### config.mk
export PLATFORM = sky130hd
export DESIGN_NAME = mips_ctl_alu_dmem
export DESIGN_NICKNAME = d
export VERILOG_FILES = /design/src/rtl/mips_ctl_alu_dmem.sv
export SDC_FILE = /design/constraint.sdc
export NUM_CORES = 2
export LEC_CHECK = 0
export CAP_MARGIN = 20
export CORE_MARGIN = 2
export CORE_UTILIZATION = 25
export CTS_CLUSTER_DIAMETER = 100
export DETAILED_ROUTE_END_ITERATION = 8
export GPL_TIMING_DRIVEN = 0
export PLACE_DENSITY = 0.44
export SYNTH_ARGS = -nofsm -noshare
export SYNTH_HDL_FRONTEND = slang
export SYNTH_SLANG_ARGS = --single-unit
### constraint.sdc
create_clock -name clk -period 8.8 [get_ports clk]
set_input_delay 1.76 -clock clk [delete_from_list [all_inputs] [get_ports clk]]
set_output_delay 1.76 -clock clk [all_outputs]
set_load 0.01 [all_outputs]
### src/rtl/mips_ctl_alu_dmem.sv
// Decode/execute/memory core of the 5-stage MIPS datapath: main control decoder,
// 32-bit ALU with zero flag, and a word-organised data memory with async clear.
module mips_ctl_alu_dmem #(
   parameter int unsigned NWORDS = 32
) (
   input  logic        clk,
   input  logic        rst_n,
   input  logic [5:0]  opcode,
   input  logic [5:0]  funct,
   input  logic [31:0] alu_a,
   input  logic [31:0] rt_data,
   input  logic [31:0] seimm,
   output logic        regdst,
   output logic        branch_eq,
   output logic        branch_ne,
   output logic        memread,
   output logic        memwrite,
   output logic        memtoreg,
   output logic        regwrite,
   output logic        alusrc,
   output logic        jump,
   output logic [3:0]  aluctl,
   output logic [31:0] alu_out,
   output logic        zero,
   output logic [31:0] rdata,
   output logic [31:0] wb_data
);

   localparam int unsigned AW = $clog2(NWORDS);

   localparam logic [5:0] OpRtype = 6'b000000;
   localparam logic [5:0] OpLw    = 6'b100011;
   localparam logic [5:0] OpSw    = 6'b101011;
   localparam logic [5:0] OpAddi  = 6'b001000;
   localparam logic [5:0] OpBeq   = 6'b000100;
   localparam logic [5:0] OpBne   = 6'b000101;
   localparam logic [5:0] OpJ     = 6'b000010;

   localparam logic [3:0] AluAnd = 4'd0;
   localparam logic [3:0] AluOr  = 4'd1;
   localparam logic [3:0] AluAdd = 4'd2;
   localparam logic [3:0] AluSub = 4'd6;
   localparam logic [3:0] AluSlt = 4'd7;
   localparam logic [3:0] AluNor = 4'd12;

   logic [31:0]   alu_b;
   logic [AW-1:0] word_idx;
   logic [31:0]   mem_q [NWORDS];

   always_comb begin
      regdst    = 1'b0;
      branch_eq = 1'b0;
      branch_ne = 1'b0;
      memread   = 1'b0;
      memwrite  = 1'b0;
      memtoreg  = 1'b0;
      regwrite  = 1'b0;
      alusrc    = 1'b0;
      jump      = 1'b0;
      aluctl    = AluAdd;
      case (opcode)
         OpRtype: begin
            regdst   = 1'b1;
            regwrite = 1'b1;
            case (funct)
               6'b100000: aluctl = AluAdd;
               6'b100010: aluctl = AluSub;
               6'b100100: aluctl = AluAnd;
               6'b100101: aluctl = AluOr;
               6'b101010: aluctl = AluSlt;
               6'b100111: aluctl = AluNor;
               default:   aluctl = AluAdd;
            endcase
         end
         OpLw: begin
            memread  = 1'b1;
            memtoreg = 1'b1;
            regwrite = 1'b1;
            alusrc   = 1'b1;
         end
         OpSw: begin
            memwrite = 1'b1;
            alusrc   = 1'b1;
         end
         OpAddi: begin
            regwrite = 1'b1;
            alusrc   = 1'b1;
         end
         OpBeq: begin
            branch_eq = 1'b1;
            aluctl    = AluSub;
         end
         OpBne: begin
            branch_ne = 1'b1;
            aluctl    = AluSub;
         end
         OpJ:     jump = 1'b1;
         default: ;
      endcase
   end

   assign alu_b = alusrc ? seimm : rt_data;

   always_comb begin
      alu_out = '0;
      case (aluctl)
         AluAnd:  alu_out = alu_a & alu_b;
         AluOr:   alu_out = alu_a | alu_b;
         AluAdd:  alu_out = alu_a + alu_b;
         AluSub:  alu_out = alu_a - alu_b;
         AluSlt:  alu_out = {31'b0, $signed(alu_a) < $signed(alu_b)};
         AluNor:  alu_out = ~(alu_a | alu_b);
         default: alu_out = '0;
      endcase
   end

   assign zero = (alu_out == 32'd0);

   // Byte offset and bits above the array size are dropped, so addresses wrap.
   assign word_idx = alu_out[AW+1:2];

   always_ff @(posedge clk or negedge rst_n) begin
      if (!rst_n) begin
         for (int i = 0; i < int'(NWORDS); i++) begin
            mem_q[i] <= '0;
         end
      end else if (memwrite) begin
         mem_q[word_idx] <= rt_data;
      end
   end

   assign rdata   = memread ? mem_q[word_idx] : 32'd0;
   assign wb_data = memtoreg ? rdata : alu_out;

endmodule

* Word level (Yosys, flattened, before mapping)
Cells that the tools add are included.
** Word-level totals
- Register bits :: 1024
- Output and inout bits :: 110
- Word-level logic and storage cells :: 84
** Operators by class
- Add/subtract/negate cells :: 2
- Order comparisons :: 3
- Equal/unequal tests :: 16
- Muxes and demuxes :: 20
- Bitwise gates (word level) :: 4
- Reduce and logical (&&, ||, !) cells :: 7
** Operators by type and width (count)
- $bwmux W1024 :: 1
- $mux W32 :: 6
- $pmux W32 S6 :: 1
- $bmux W32 S5 :: 1
- $demux W32 S5 :: 1
- $eq A6 B6 Y1 const B :: 7
- $add A32 B32 Y32 :: 1
- $and A32 B32 Y32 :: 1
- $logic_not A32 Y1 :: 1
- $lt A32 B32 Y1 :: 1
- $not A32 Y32 :: 1
- $or A32 B32 Y32 :: 1
- $sub A32 B32 Y32 :: 1
- $pmux W4 S5 :: 1
- $eq A6 B3 Y1 const B :: 2
- $eq A4 B3 Y1 const B :: 2
- $mux W1 :: 8
- $pmux W4 S2 :: 1
- $eq A6 B2 Y1 const B :: 1
- $eq A6 B4 Y1 const B :: 1
- $ge A6 B6 Y1 const B :: 1
- $logic_not A6 Y1 :: 1
- $lt A6 B1 Y1 const B :: 1
- $not A5 Y6 :: 1
- other kinds (7) :: 8

* Depth between registers and ports, before layout
- Depth after elaboration :: 13
- Mapped depth :: 26
- Depth with buffers taken out :: 20

* Worst setup path before layout
OpenSTA, ideal clock, no wires.
- Path kind :: input port to output port
- Start point :: in opcode[1]
- End point :: out zero
- Arrival :: 6.208 ns
- Required time :: 7.040 ns
- Setup slack :: 0.832 ns
- Stages :: 22
- Path buffers :: 3
- Path through :: or2_2 nor3b_1 o21ai_1 inv_1 clkbuf_1 nand2_1 nand2_1 inv_1 ha_1 clkbuf_1 and3_1 a221o_1 or2_2 a221o_1 a21oi_4 inv_2 nor3_4 buf_2 nand2_1 nor4_1 nand4_1 nor4_1
** On the way
- Longest elaborated chain between the ends :: 8
- Elaborated cells on any way between the ends :: 25
- Those cells by class :: 2 x add/sub; 1 x order compare; 10 x eq/ne; 4 x mux; 3 x bitwise; 5 x reduce/logical
** Ends and longest elaborated chain
- from (decl) :: line 8 : input logic [5:0] opcode,
- branches (longest 6 deep; another with $sub A32 B32 Y32)
- $pmux W32 S6 (*) :: line 106 : case (aluctl)
- $logic_not A32 Y1 (*) :: line 117 : assign zero = (alu_out == 32'd0);
- to (decl) :: line 24 : output logic zero,
Mark *: on every way between the ends.

* Final worst setup path
- Start point :: in opcode[4]
- End point :: out wb_data[21]
** On the way
- Longest elaborated chain between the ends :: 13
- Elaborated cells on any way between the ends :: 30
- Those cells by class :: 2 x add/sub; 10 x eq/ne; 10 x mux; 4 x bitwise; 4 x reduce/logical
** Ends and longest elaborated chain
- branches (longest 12 deep; another with $sub A32 B32 Y32)
- $mux W32 (*) :: line 133 : assign wb_data = memtoreg ? rdata : alu_out;
- to (decl) :: line 26 : output logic [31:0] wb_data
Mark *: on every way between the ends. The select of a mux whose other input is x is not followed.

==> results.yml <==
yosys:
  yosysWarnings: 0
  muxShareOfSynthArea: 0.3197
  ys_top_cells_by_count: "1024 x dfrtp_1, 1019 x mux2_2, 287 x nand2_1, 181 x nor2_1, 168 x mux4_2"
  synth_area_sq_um: 53940
  synth_area_leaders: "dfrtp_1 48%, mux2_2 21%, mux4_2 7.0%, mux2i_1 2.4%, ha_1 2.4%"
  yosys.area.top_type: "dfrtp_1"
  ys_seq_elements: 1024
  synth_cells: 4229
  syn_avg_cell_area_sq_um: 12.76
  async_reset_ff_frac: 1.000
  synth_nets: 4443
  yosysMostFrequentCell: "dfrtp_1"
  ys_seq_area_frac: 0.4750
  synthXorXnorAreaFrac: 0.004871
  synth_top_family_by_area: "multiplexers"
  yosysTopAreaCellShare: 0.4750
  synth_fa_ha_area_frac: 0.02440
  synth_compound_area_frac: 0.07026
  yosys_most_used_dff: "dfrtp_1"
  yosys.cell_types.count: 96
  synth-simple-area-share: 0.06186
  synth_edf_count: 0
sta:
  skew_ns: 0
  hold_viol: 0
  fmax_ghz: 0.1143
  worstMarginPinSlew_ns: 1.209
  setup_viol: 0
  rsz0062_at_grt: "yes"
  relSlewSlack: 0.1937
  hold-worst-slack_ns: 0.4833
  finalCriticalPeriod_ns: 8.746
  fin_crit_sh: 0.9938
  setup_tns_ns: 0
  final_max_slew_viol_count: 0
critical_path:
  critPathSlowestCell: "mux4_2"
  slowest_delay_ns: 0.53
  crit_type: "in -> out"
  cp_top_family: "buffers and inverters"
  cp.arrival_ns: 6.99
  cp-start-kind: "primary input"
  crit_buf_inv: 11
  worstSetupEndpointType: "primary output"
  required_ns: 7.04
  critPathMaxFanout: 11
detailed_routing:
  route.detailed.drc: 0
  dr_total_vias: 39570
  drtPass1Iterations: 6
  drt_iter0_drc: 3376
  routed_wl_um: 246900
  ant_nets: 0
  wl_per_cell_um: 32.29
  viasPerCell: 5.175
global_route:
  grtUsageTotal: 0.2210
  grt_max_degree: 168
  grt_pass1_vias: 39950
  antenna_found_initial: 28
  overflow: 0
  grt_pass1_wl_um: 337500
cells_and_area:
  largest-register: "mem_q"
  ff_latch_area_sq_um: 25620
  largestRegisters: "mem_q: 1024 flops"
  syn2layout_area_growth_pct: 25.61
  drive_gt1_frac: 0.4208
  instances_no_fill: 7645
  multi_input_area_sq_um: 27200
  finalInstanceArea_sq_um: 67760
  n_fill_cell: 21520
  largest_reg_flops: 1024
  final_nets: 4923
power_and_ir_drop:
  clockPowerShare: 0.381
  vdd_ir_drop_max_mv: 0.1551
  p_leak_uw: 0.03201
  p_total_uw: 13130
  power_switching_share: 0.3145
  p_int_uw: 8998
  pwr_density_cell_nw_per_um2: 193.7
  power_frac_comb: 0.243
  switchingPower_uw: 4129
  seq_power_share: 0.375
place:
  gp_congestion: 0.9040
  hpwl_um: 172300
  port_buffers: 218
  post_dp_cell_area_sq_um: 59980
  placedCellCount: 7301
die:
  num_rows: 170
  fp.dieH_um: 468.5
  ioPinCount: 220
  coreArea_sq_um: 214600
  dieArea_sq_um: 219500
  die_x_um: 468.5
  start_util: 0.2513
worst_hold_path:
  hold_path_class: "reg -> reg"
clock_tree:
  clk_latency_ns: 0.73
  cts_hold_buf: 0
  cts_tree: "done"
  clk_path_buf_depth: 3
  clock-sinks: 1024
  clk_pin_slew_ns: 0.06
  cts_buffers: 111
  cts-htree-levels: 3
  root_buffer: "clkbuf_16"
flow_run:
  maxCapViolations: 0
run_status:
  outcome: "completed"
timing repair:
item,4_1_cts,5_1_grt
gates resized for setup,562,103
pin swaps,56,35
gates cloned,4,1
endpoints found under the setup margin,96,71
buffers inserted,100,35
kinds of logic after synthesis:
logic type,after synthesis
adder cells (fa/ha/maj),104
XOR/XNOR,30
AND/OR/NAND/NOR,708
multiplexers,1378
AO/OA/AOI/OAI,503
buffers and inverters,482
flip-flops,1024
layout by cell type, fill, tap and decap left out, types with 35 or more instances in the layout:
master and instances:
dfrtp_1 1024, mux2_2 1019, nand2_1 280, nor2_1 176
mux4_2 168, clkdlybuf4s50_1 146, clkbuf_1 133, mux2i_1 130
clkbuf_16 119, buf_4 111, inv_1 108, buf_2 98
ha_1 94, buf_12 70, a21oi_1 69, mux2_1 60
a22oi_1 57, a31oi_1 48, dlygate4sd2_1 45, a22oi_2 41
clkbuf_2 38, clkbuf_8 37, o21ai_0 35
power by group through the flow:
stage	registers (uW)	logic, uW	clock network (uW)
after floorplan	4990	1250	0
after CTS	4930	3070	5090
after global routing	4940	3290	5260
after detailed placement	5010	2600	0
final	4930	3190	5000
after global placement	5040	2570	0
stage by stage:
step | util | setup slack, ns
CTS | 0.3123 | -0.03276
finish | 0.3157 | 0.05441
floorplan | - | 0.8316
global route | 0.3157 | -0.07826
detailed placement | 0.2795 | -3.661
global placement | 0.2781 | -43.12
cell type report:
class	instances	share of cell area
Antenna cell	4	0.0001477
Buffer	360	0.04458
Sequential cell	1024	0.3782
Inverter	116	0.006851
Timing Repair Buffer	372	0.05957
Clock inverter	36	0.006315
Tap cell	2838	0.05241
Clock buffer	171	0.05047
Multi-Input combinational cell	2724	0.4015
metal layers:
metal / share of wire / up-vias / global-route usage
met5: 0.00073 / - / 0
met3: 0.064 / 355 / 0.03926
li1: - / 16460 / -
met1: 0.43 / 21330 / 0.2959
met2: 0.47 / 1392 / 0.3580
met4: 0.036 / 26 / 0.07737
worst paths after layout:
path | start | endpoint | slack, ns | cells past startpoint
hold reg to reg | mem_q[918]$_DFFE_PN0P_ | mem_q[918]$_DFFE_PN0P_ | 0.48 | 1
max in group asynchronous | rst_n | mem_q[516]$_DFFE_PN0P_ | 5.14 | 4
min in group asynchronous | rst_n | mem_q[58]$_DFFE_PN0P_ | 0.97 | 1
hold / removal | mem_q[918]$_DFFE_PN0P_ | mem_q[918]$_DFFE_PN0P_ | 0.48 | 1
setup reg to reg | mem_q[674]$_DFFE_PN0P_ | mem_q[674]$_DFFE_PN0P_ | 7.94 | 1
setup / recovery | opcode[4] | wb_data[21] | 0.05 | 26
Power figures use the tool's default switching activity.
